**src/rtl/uart_tx_arbiter.sv**
```systemverilog
// Round-robin, packet-locking arbiter that shares one UART TX byte port
// between NUM_REQ requesters, with an optional inter-byte lock timeout.

module uart_tx_arb_lane (
  input  logic en,
  input  logic idle,
  input  logic fetch,
  input  logic win,
  input  logic owner,
  output logic ready
);
  // IDLE offers the slot to the arbitration winner; FETCH only to the owner
  assign ready = en & ((idle & win) | (fetch & owner));
endmodule

module uart_tx_arbiter #(
  parameter int NUM_REQ = 3,
  parameter int TIMEOUT = 255
) (
  input  logic                   clk,
  input  logic                   reset,
  input  logic [NUM_REQ-1:0]     req_valid,
  input  logic [8*NUM_REQ-1:0]   req_data,
  input  logic [NUM_REQ-1:0]     req_last,
  output logic [NUM_REQ-1:0]     req_ready,
  output logic                   tx_valid,
  output logic [7:0]             tx_data,
  input  logic                   tx_ready,
  output logic [1:0]             grant_id,
  output logic                   busy,
  output logic                   timeout_err
);
  localparam int CW = (TIMEOUT > 0) ? $clog2(TIMEOUT + 1) : 1;

  typedef enum logic [1:0] {IDLE, SEND, FETCH} state_t;

  state_t                    state, state_n;
  logic [1:0]                last_grant, winner, sel, hi_idx, lo_idx;
  logic                      hi_hit, lo_hit, any_valid, own_valid;
  logic [NUM_REQ-1:0]        win_oh, owner_oh;
  logic [NUM_REQ-1:0][7:0]   data_arr;
  logic [7:0]                cap_data;
  logic                      cap_last, hold_last;
  logic                      capture, release_lock, expire;
  logic [CW-1:0]             cnt, cnt_n;

  assign data_arr = req_data;

  // Requesters above last_grant come first, then wrap to the lowest index
  always_comb begin
    hi_hit = 1'b0;
    lo_hit = 1'b0;
    hi_idx = '0;
    lo_idx = '0;
    for (int i = NUM_REQ - 1; i >= 0; i--) begin
      if (req_valid[i]) begin
        if (2'(i) > last_grant) begin
          hi_hit = 1'b1;
          hi_idx = 2'(i);
        end else begin
          lo_hit = 1'b1;
          lo_idx = 2'(i);
        end
      end
    end
    any_valid = hi_hit | lo_hit;
    winner    = hi_hit ? hi_idx : lo_idx;
  end

  always_comb begin
    win_oh   = '0;
    owner_oh = '0;
    for (int i = 0; i < NUM_REQ; i++) begin
      win_oh[i]   = any_valid && (winner == 2'(i));
      owner_oh[i] = (grant_id == 2'(i));
    end
  end

  assign own_valid = |(req_valid & owner_oh);
  assign sel       = (state == IDLE) ? winner : grant_id;

  always_comb begin
    cap_data = '0;
    cap_last = 1'b0;
    for (int i = 0; i < NUM_REQ; i++) begin
      if (sel == 2'(i)) begin
        cap_data = data_arr[i];
        cap_last = req_last[i];
      end
    end
  end

  genvar g;
  generate
    for (g = 0; g < NUM_REQ; g++) begin : g_lane
      uart_tx_arb_lane u_lane (
        .en    (~reset),
        .idle  (state == IDLE),
        .fetch (state == FETCH),
        .win   (win_oh[g]),
        .owner (owner_oh[g]),
        .ready (req_ready[g])
      );
    end
  endgenerate

  always_comb begin
    state_n      = state;
    cnt_n        = cnt;
    capture      = 1'b0;
    release_lock = 1'b0;
    expire       = 1'b0;
    case (state)
      IDLE: begin
        if (any_valid) begin
          capture = 1'b1;
          state_n = SEND;
        end
      end
      SEND: begin
        if (tx_ready) begin
          if (hold_last) begin
            state_n      = IDLE;
            release_lock = 1'b1;
          end else begin
            state_n = FETCH;
            cnt_n   = '0;
          end
        end
      end
      FETCH: begin
        // A byte arriving on the expiry cycle still wins over the timeout
        if (own_valid) begin
          capture = 1'b1;
          state_n = SEND;
        end else if (TIMEOUT != 0 && cnt == CW'(TIMEOUT)) begin
          state_n      = IDLE;
          release_lock = 1'b1;
          expire       = 1'b1;
        end else if (cnt != '1) begin
          cnt_n = cnt + CW'(1);
        end
      end
      default: state_n = IDLE;
    endcase
  end

  always_ff @(posedge clk or posedge reset) begin
    if (reset) begin
      state       <= IDLE;
      last_grant  <= 2'(NUM_REQ - 1);
      cnt         <= '0;
      tx_data     <= '0;
      hold_last   <= 1'b0;
      grant_id    <= '0;
      tx_valid    <= 1'b0;
      busy        <= 1'b0;
      timeout_err <= 1'b0;
    end else begin
      state       <= state_n;
      cnt         <= cnt_n;
      tx_valid    <= (state_n == SEND);
      busy        <= (state_n != IDLE);
      timeout_err <= expire;
      if (capture) begin
        tx_data   <= cap_data;
        hold_last <= cap_last;
        grant_id  <= sel;
      end
      if (release_lock)
        last_grant <= grant_id;
    end
  end
endmodule

```
**config.mk**
```make
export PLATFORM = sky130hd
export DESIGN_NAME = uart_tx_arbiter
export DESIGN_NICKNAME = d
export VERILOG_FILES = /design/src/rtl/uart_tx_arbiter.sv
export SDC_FILE = /design/constraint.sdc
export NUM_CORES = 1
export LEC_CHECK = 0
export CORE_UTILIZATION = 50
export DETAILED_ROUTE_END_ITERATION = 10
export HOLD_SLACK_MARGIN = 0.05
export PLACE_DENSITY_LB_ADDON = 0.3
export SYNTH_ARGS = -nofsm -noshare
export SYNTH_HDL_FRONTEND = slang
export SYNTH_SLANG_ARGS = --single-unit
```
**constraint.sdc**
```tcl
create_clock -name clk -period 4.2 [get_ports clk]
set_clock_uncertainty 0.15 [all_clocks]
set_input_delay 0.63 -clock clk [delete_from_list [all_inputs] [get_ports clk]]
set_output_delay 0.63 -clock clk [all_outputs]
set_load 0.05 [all_outputs]
```
==> run_results.csv <==
group,metric,value,unit
status,run_status,"complete, but fails checks",
status,violations,"design-rule violations",
synthesis,syn-num-nets,208,
placement,place_congestion,0.9489,
synthesis,ys_seq_elements,26,
timing,tightest_slew,1.050,ns
global_route,grt_overflow_total,0,
clock_tree,cts.sinks,26,
critical_path,r2r_cells,7,
synthesis,synthTopCellsByArea,"dfrtp_1, a21oi_1, a222oi_1, nor2_1, ha_1",
power,peakVddDrop,0.4129,mV
synthesis,seq_area_frac_synth,0.4161,
floorplanning,fp.dieH,57.98,um
clock_tree,cts_buffer_depth,2,
detailed_routing,drt-pass1-iter-count,7,
detailed_routing,viasPerCell,6.142,
cells_and_area,final_nets,248,
critical_path,crit_chain,"inv_1 -> ha_1 -> inv_1 -> nor2_1 -> nand2_1 -> a21oi_1 -> clkdlybuf4s50_1",
floorplanning,fp-row-count,19,
clock_tree,cts-root-buf,"clkbuf_4",
clock_tree,clock_latency,0.33,ns
timing,fin_crit_sh,0.8245,
floorplanning,die_w,57.98,um
clock_tree,cts_buffers,3,
timing,slew_violations,0,
synthesis,async_flop_share,1.000,
detailed_routing,routed_wl,3690,um
flow_run,maxCapViolCount,0,
power,clockPowerShare,0.078,
cells_and_area,fillCellCount,230,
clock_tree,ctsResizeCount,0,
critical_path,cpPeakStageDelay,0.82,ns
timing,min_period,3.463,ns
detailed_routing,ant_nets,0,
critical_path,crit_top_cell,"inv_1",
critical_path,path_delay_family,"buffers and inverters",
timing,finalHoldViolations,0,
cells_and_area,syn_to_final_growth,29.55,%
detailed_routing,wl_per_cell,15.38,um
critical_path,critPathMaxFanout,9,
floorplanning,start_util,0.5491,
cells_and_area,multiInputGateArea,805.8,sq um
floorplanning,coreArea,2853,sq um
placement,placed_cell_area,2003,sq um
timing,setup_tns,0,ns
synthesis,syn_avg_cell_area,9.215,sq um
timing,max_freq,0.2888,GHz
cells_and_area,final_core_util,0.7114,
global_route,grt_util_all_layers,0.2377,
synthesis,synth_area_leader_cell,"dfrtp_1",
critical_path,critical_path_class,"register to output pin",
clock_tree,cts_setup_buffers,0,
floorplanning,io_pins,49,
detailed_routing,drtIter0Drc,86,
critical_path,cp.depth,7,
cells_and_area,antenna_cells,0,
hold_path,min_path_type,"register to register",
power,power.internal,721.9,uW
critical_path,cp.arrival,2.68,ns
power,p_sw,728.9,uW
critical_path,endpoint_kind,"output pin",
synthesis,synth_ff_type,"dfrtp_1",
clock_tree,cts_tree,"built",
placement,dp_hpwl,2788,um
cells_and_area,seq_area,651.9,sq um
clock_tree,path_clk_slew,0.14,ns
global_route,grt_pass1_wl,6072,um
critical_path,path_buf_inv,3,
power,power.density,714.9,nW/um^2
critical_path,critPathLaunchType,"register",
power,p_comb_frac,0.626,
placement,port-buffer-count,48,
power,p_sw_frac,0.5024,
detailed_routing,drc,1,
synthesis,syn_inst,170,
global_route,grt_pass1_vias,1390,
timing,rsz0062_at_grt,"no",
synthesis,yosysWarnings,0,
clock_tree,hold_buffers,0,
synthesis,synth_edf_count,0,
hold_path,holdPathStages,2,
global_route,grt_max_degree,27,
critical_path,cp.required,3.42,ns
cells_and_area,stdcell_area,2029,sq um
cells_and_area,drive_gt1_frac,0.06220,
critical_path,slowest_stage,"clkdlybuf4s50_1",
detailed_routing,vias,1474,
clock_tree,cts_max_level,1,
timing,slew_headroom,0.2892,
synthesis,yosys.cell_types.count,42,
power,seqPwrFrac,0.296,
timing,setup_viol,0,
power,leakage,0.8370,nW
global_route,antenna_found_initial,0,
floorplanning,dieArea,3361,sq um
synthesis,syn_area,1567,sq um
synthesis,synth_top_area_share,0.3994,
sequential cells by signal, indices dropped and copies added, names as in the netlist:
name / count
timeout_err: 1
tx_valid: 1
tx_data: 8
last_grant: 2
busy: 1
grant_id: 2
cnt: 8
state: 2
hold_last: 1
per-stage QoR:
stage / hold WS (ns) / power, mW / setup WS [ns] / cells
after detailed placement: 0.3812 / 1.334 / 0.7874 / 236
after CTS: 0.4131 / 1.448 / 0.7696 / 240
after floorplan: 0.3496 / 1.107 / 1.841 / 170
after global routing: 0.4353 / 1.553 / 0.5916 / 240
after global placement: 0.3591 / 1.305 / 0.8296 / 236
final: 0.4023 / 1.451 / 0.7372 / 240
cell families (layout without fill, tap and decap cells):
group	after synthesis	in the layout	synth area share
AOI/OAI and AO/OA	51	51	0.2229
adders and majority gates	5	5	0.03994
DFF	26	26	0.4161
and+or+nand+nor	62	62	0.2093
muxes	5	5	0.03674
buffers and inverters	20	59	0.06949
xor gates and xnor gates	1	1	0.005592
power by group through the flow:
stage               Sequential, mW  Combinational, mW  Clock, mW
finish                       0.430              0.908      0.113
detailed placement           0.434              0.900          0
global route                 0.445              0.983      0.125
CTS                          0.429              0.904      0.115
global placement             0.427              0.878          0
floorplan                    0.604              0.503          0
routing by layer:
layer,share of wire,vias to the layer above,track usage
li1,-,702,-
met1,0.43,684,0.2853
met2,0.47,81,0.3924
met3,0.088,7,0.07143
met4,0.020,0,0.1088
met5,0,-,0
synth_stat cells (4+ instances only):
cell and number:
o31ai_1 4, nor2_1 18, a222oi_1 9, buf_4 4
nand3_1 7, nand2_1 11, inv_1 7, o21ai_0 6
nor2b_1 9, a21oi_1 19, dfrtp_1 25, ha_1 5
o211ai_1 4
final cells by class:
| class | instances | share of cell area |
|---|---|---|
| clock buffer | 4 | 0.01295 |
| inverter | 7 | 0.01295 |
| multi-input combinational | 124 | 0.3970 |
| sequential | 26 | 0.3212 |
| tap | 31 | 0.01911 |
| timing repair buffer | 48 | 0.2367 |
worst paths after layout:
kind / start / to / slack, ns
hold / removal: tx_data[4]$_DFFE_PP0P_ / tx_data[4]$_DFFE_PP0P_ / 0.40
setup reg to reg: state[0]$_DFF_PP0_ / cnt[7]$_DFFE_PP0P_ / 1.63
min in group asynchronous: reset / tx_valid$_DFF_PP0_ / 0.77
setup / recovery: state[0]$_DFF_PP0_ / req_ready[2] / 0.74
hold reg to reg: tx_data[4]$_DFFE_PP0P_ / tx_data[4]$_DFFE_PP0P_ / 0.40
max in group asynchronous: reset / tx_data[6]$_DFFE_PP0P_ / 2.55
placed cells by master, fill, tap and decap left out, types with 2 or more instances in the layout:
cell type and n:
nand2_1 11, ha_1 5, nand4b_1 2, a222oi_1 9, or4_1 2, nor2_1 18
dfrtp_1 25, o211ai_1 4, nand3_1 7, clkdlybuf4s50_1 48, o21ai_0 6, inv_1 7
mux2_2 3, o31ai_1 4, clkbuf_4 3, and3_1 2, a22o_1 2, nor2b_1 9
nor3_1 3, a21oi_1 19
worst register-to-register path, delay by kind of cell, from the launching register on:
family | cells | cell delay [ns]
flops | 1 | 0.44
compound gates | 2 | 0.30
buf+inv | 2 | 0.30
fa+ha+maj | 1 | 0.34
simple gates | 2 | 0.96
Power figures use the tool's default switching activity.
==> edit 1, RTL diff (same settings) <==
The parameter `TIMEOUT` goes from 255 to 510.
--- a/src/rtl/uart_tx_arbiter.sv
+++ b/src/rtl/uart_tx_arbiter.sv
@@ -17,3 +17,3 @@
   parameter int NUM_REQ = 3,
-  parameter int TIMEOUT = 255
+  parameter int TIMEOUT = 510
 ) (
Function: same outputs for any inputs over 10 cycles, from zero or initial values and one cycle with reset high; that may be too few to reach the edited logic, so the function may still have changed.
==> edit 1 against the unedited design <==
- sequential cell count up 1
- setup slack better by 0.088 ns
- combinational power up 3.2%
- routed wire length up 1.6%
- sequential power down 1%
- design area up 11%
- power up 1.6%
- area after synthesis up 11%
- largest cell class unchanged
- largest power group unchanged
==> edit 1: results (changes against the unedited design) <==
| Metric | Value |
|---|---|
| Status | `finished, final reports clean` |
| FILL cells | `289 (+26%)` |
| Multi-input gate share of total cell area | `42.9% (+3.2 points)` |
| M1 wire length | `1.79 mm (+14%)` |
| #FFs+latches synth | `27 (+3.8%)` |
| WP data arrival | `2.59 ns (-0.09 ns)` |
| Non-clock buffer share | `21.8% (-1.9 points)` |
| DP Worst Slack | `0.877 ns (+0.0895 ns)` |
| Max transition margin | `32.5% (+3.6 points)` |
| Avg Cell Area, Syn | `9.05 um^2 (-1.8%)` |
| Multi-In Gates | `144 (+16%)` |
| Placer Congestion | `0.803 (-15%)` |
| Worst hold path endpoint | `tx_data[0]` |
| RR Startpoint | `cnt[1]` |
| Critical path peak fanout | `24 (+15)` |
| Vias in the first global route | `1434 (+3.2%)` |
| Hold WS | `0.360 ns (-0.0420 ns)` |
| Gr usage total | `21.6% (-2.2 points)` |
| Met2 wire len | `1.76 mm (+2.3%)` |
| Final clock-cell share | `1.23% (-0.068 points)` |
| Total Wirelength | `3.75 mm (+1.6%)` |
| Largest net degree at the start of global routing | `28 (+3.7%)` |
| Worst R2R Setup Slack | `1.38 ns (-0.25 ns)` |
| Static Leak | `0.938 nW (+12%)` |
| 1st-iter DRT viols | `66 (-23%)` |
| Pint | `734 uW (+1.6%)` |
| Register area share after synthesis | `38.9% (-2.7 points)` |
| WL met3 | `172 um (-47%)` |
| Synth Net Count | `232 (+12%)` |
| Worst setup endpoint | `req_ready[1]` |
| Hold_sp | `tx_data[0]` |
| Top post-synthesis cells by count | `dfrtp_1 (26), nand2_1 (23), nand3_1 (17)` |
| VDD IR-drop max | `385 uV (-6.8%)` |
| Vias per inst | `5.70 (-7.2%)` |
| First-pass GRT wire length | `6.00 mm (-1.1%)` |
| Post-DP HPWL | `2.81 mm (+0.70%)` |
| FF-to-FF End | `cnt[6]` |
| Buffers, non-clock | `49 (+2.1%)` |
| Nets | `273 (+10%)` |
| FF+latch area | `677 um^2 (+3.8%)` |
| Layout cell share with drive strength beyond 1 | `4.74% (-1.5 points)` |
| Synth area leaders | `dfrtp_1 (37%), mux2i_1 (6.3%), ha_1 (5.0%)` |
| Placed cell areas | `2220 um^2 (+11%)` |
edit 1: cell count changes after synthesis, moves of 7 or more:
cell      unedited run  this run
nor2b_1              9         2
o221ai_1             0         9
nor2_1              18        11
mux2i_1              1        11
nand3_1              7        17
nand2_1             11        23
a21oi_1             19         8
a222oi_1             9         0
edit 1: power groups by stage:
stage	logic, mW	clock network, mW	registers, mW
final	0.937	0.112	0.425
after floorplan	0.538	0	0.596
after global placement	0.929	0	0.428
after detailed placement	0.941	0	0.429
after CTS	0.943	0.116	0.424
after global routing	1.02	0.129	0.436
edit 1: kinds of logic (layout without fill, tap and decap cells):
logic type	after synthesis	in the layout	share of synthesized area (%)
DFF	27	27	38.9
buffers and inverters	21	61	5.83
muxes	13	13	7.63
AOI/OAI and AO/OA	46	46	19.8
and+or+nand+nor	78	78	22.8
adders and majority gates	7	7	5.04
==> edit 2, RTL diff (same flow settings) <==
Without the edit above. Put one more register stage on the output `timeout_err`, cleared by the reset. The value now appears one clock later. The other outputs are not delayed to match.
--- a/src/rtl/uart_tx_arbiter.sv
+++ b/src/rtl/uart_tx_arbiter.sv
@@ -35,2 +35,4 @@
   typedef enum logic [1:0] {IDLE, SEND, FETCH} state_t;
+
+  logic timeout_err_s0;
 
@@ -157,3 +159,3 @@
       busy        <= 1'b0;
-      timeout_err <= 1'b0;
+      timeout_err_s0 <= 1'b0;
     end else begin
@@ -163,3 +165,3 @@
       busy        <= (state_n != IDLE);
-      timeout_err <= expire;
+      timeout_err_s0 <= expire;
       if (capture) begin
@@ -173,2 +175,10 @@
   end
+  always_ff @(posedge clk or posedge reset) begin
+    if (reset) begin
+      timeout_err <= '0;
+    end else begin
+      timeout_err <= timeout_err_s0;
+    end
+  end
+
 endmodule
Check against the original RTL: no difference found for any inputs over 10 cycles, from zero or initial values and one cycle with reset high; that may be too few to reach the edited logic, so the function may still have changed.
==> edit 2 against the unedited design <==
- sequential cell count rose by 1
- sequential power rose by 3%
- critical endpoint is now req_ready[0]
- routed wire length rose by 10%
- power rose by 3.5%
- design area rose by 7.4%
- fmax fell by 1.3%
- area after synthesis rose by 8.2%
- setup slack got worse by 0.047 ns
- non-clock buffer count did not move
==> edit 2: results (changes against the unedited design) <==
| Metric | Value |
|---|---|
| Placed cell areas | `2150 um^2 (+7.3%)` |
| Clock slew at reported path FFs | `0.17 ns (+0.03 ns)` |
| WP data arrival | `2.73 ns (+0.05 ns)` |
| WL per Instance | `14.8 um (-3.6%)` |
| Port Buffers | `48 (unchanged)` |
| Nets | `269 (+8.5%)` |
| Synth Net Count | `229 (+10%)` |
| Slowest CP cell | `clkdlybuf4s50_1` |
| Vias per inst | `5.72 (-6.9%)` |
| P_sw | `761 uW (+4.5%)` |
| Ant diodes | `0 (unchanged)` |
| Hold crit path type | `reg -> reg` |
| 1st-iter DRT viols | `129 (+50%)` |
| Worst Tran Pin Value | `1.01 ns (-0.0396 ns)` |
| Static Leak | `0.871 nW (+4.0%)` |
| DP Worst Slack | `0.731 ns (-0.0564 ns)` |
| Crit path largest cell delay | `0.83 ns` |
| Critical path peak fanout | `11 (+2)` |
| Gr usage total | `23.9% (+0.13 points)` |
| Number of CTS-inserted buffers | `3 (unchanged)` |
| Status | `finished, final reports clean` |
| Synth area leaders | `dfrtp_1 (38%), a21oi_1 (5.3%), nor2_1 (4.6%)` |
| Total Wirelength | `4.06 mm (+10%)` |
| YS warnings | `0 (unchanged)` |
| Largest net degree at the start of global routing | `28 (+3.7%)` |
| Syn Inst Count | `191 (+12%)` |
| VDD IR-drop max | `419 uV (+1.6%)` |
| Top post-synthesis cells by count | `dfrtp_1 (26), nor2_1 (21), a21oi_1 (18)` |
| Layout cell share with drive strength beyond 1 | `5.22% (-1.0 points)` |
| First-pass GRT wire length | `6.46 mm (+6.4%)` |
| Clock Path Buffers | `2 (unchanged)` |
| H-tree Lvls | `1 (unchanged)` |
| Post-DP HPWL | `2.94 mm (+5.3%)` |
| Drt pass-1 iters | `4 (-3)` |
| Setup Fix Bufs, Post-CTS | `0 (unchanged)` |
| Synth unique cells | `48 (+14%)` |
| Worst-Skew Late Latency | `0.33 ns (about the same)` |
| Register area share after synthesis | `39.9% (-1.7 points)` |
| Placer Congestion | `0.877 (-7.6%)` |
| Biggest regs | `cnt x8, tx_data x8` |
| Clock root buffer | `clkbuf_4` |
| Antenna violations before repair | `0 (unchanged)` |
| Cts repair resizes | `0 (unchanged)` |
| Vias in the first global route | `1397 (+0.50%)` |
| Ys async rst share | `100% (unchanged)` |
## edit 2: cell types whose count changed after synthesis, sizes merged, moves of 3 or more
cell | before | now
nand2 | 11 | 15
nor2 | 18 | 21
o31ai | 5 | 2
inv | 7 | 10
o21ai | 7 | 10
## edit 2: cells by family after synthesis
logic type,share of synthesized area [%]
fa+ha+maj,3.69
mux,2.80
xor+xnor,1.03
simple gates,22.1
buf+inv,7.01
compound gates,23.5
flops,39.9
## edit 2: final timing paths
path                                      from           end  slack (ns)  cells after the start
worst max-delay path                  state[0]  req_ready[0]        0.69                      6
min in group asynchronous                reset        cnt[2]        0.75                      2
worst min register to register  timeout_err_s0   timeout_err        0.22                      0
worst max register to register        state[1]     hold_last        1.50                      6
max in group asynchronous                reset    tx_data[5]        2.54                      2
worst min-delay path            timeout_err_s0   timeout_err        0.22                      0
## edit 2: cell type report
type                            count  area (um^2)
Clock buffer                        3         22.5
Clock inverter                      1         7.51
Fill cell                         270          948
Inverter                           10         37.5
Multi-Input combinational cell    141          900
Sequential cell                    27          677
Tap cell                           44         55.1
Timing Repair Buffer               48          480
## edit 2: power by group through the flow
stage               Combinational (mW)  Clock (mW)  Sequential, mW
CTS                              0.935       0.121           0.444
detailed placement               0.928           0           0.449
finish                           0.935       0.123           0.444
global placement                 0.918           0           0.444
global route                      1.02       0.133           0.457
floorplan                        0.506           0           0.616
## edit 2: worst max-delay path, delay by kind of cell, from the launching register on
family	cells	cell delay (ns)
buffers and inverters	3	1.11
flip-flops	1	0.43
adder cells (fa/ha/maj)	1	0.39
AND/OR/NAND/NOR	1	0.32
AO/OA/AOI/OAI	1	0.14
## edit 2: routing by layer
metal	part of all wire (%)	global-route usage, %	routed length [um]
met1	49	34.2	1980
met2	46	37.2	1880
met3	4.4	4.55	179
met4	0.52	5.65	21
met5	0	0	0
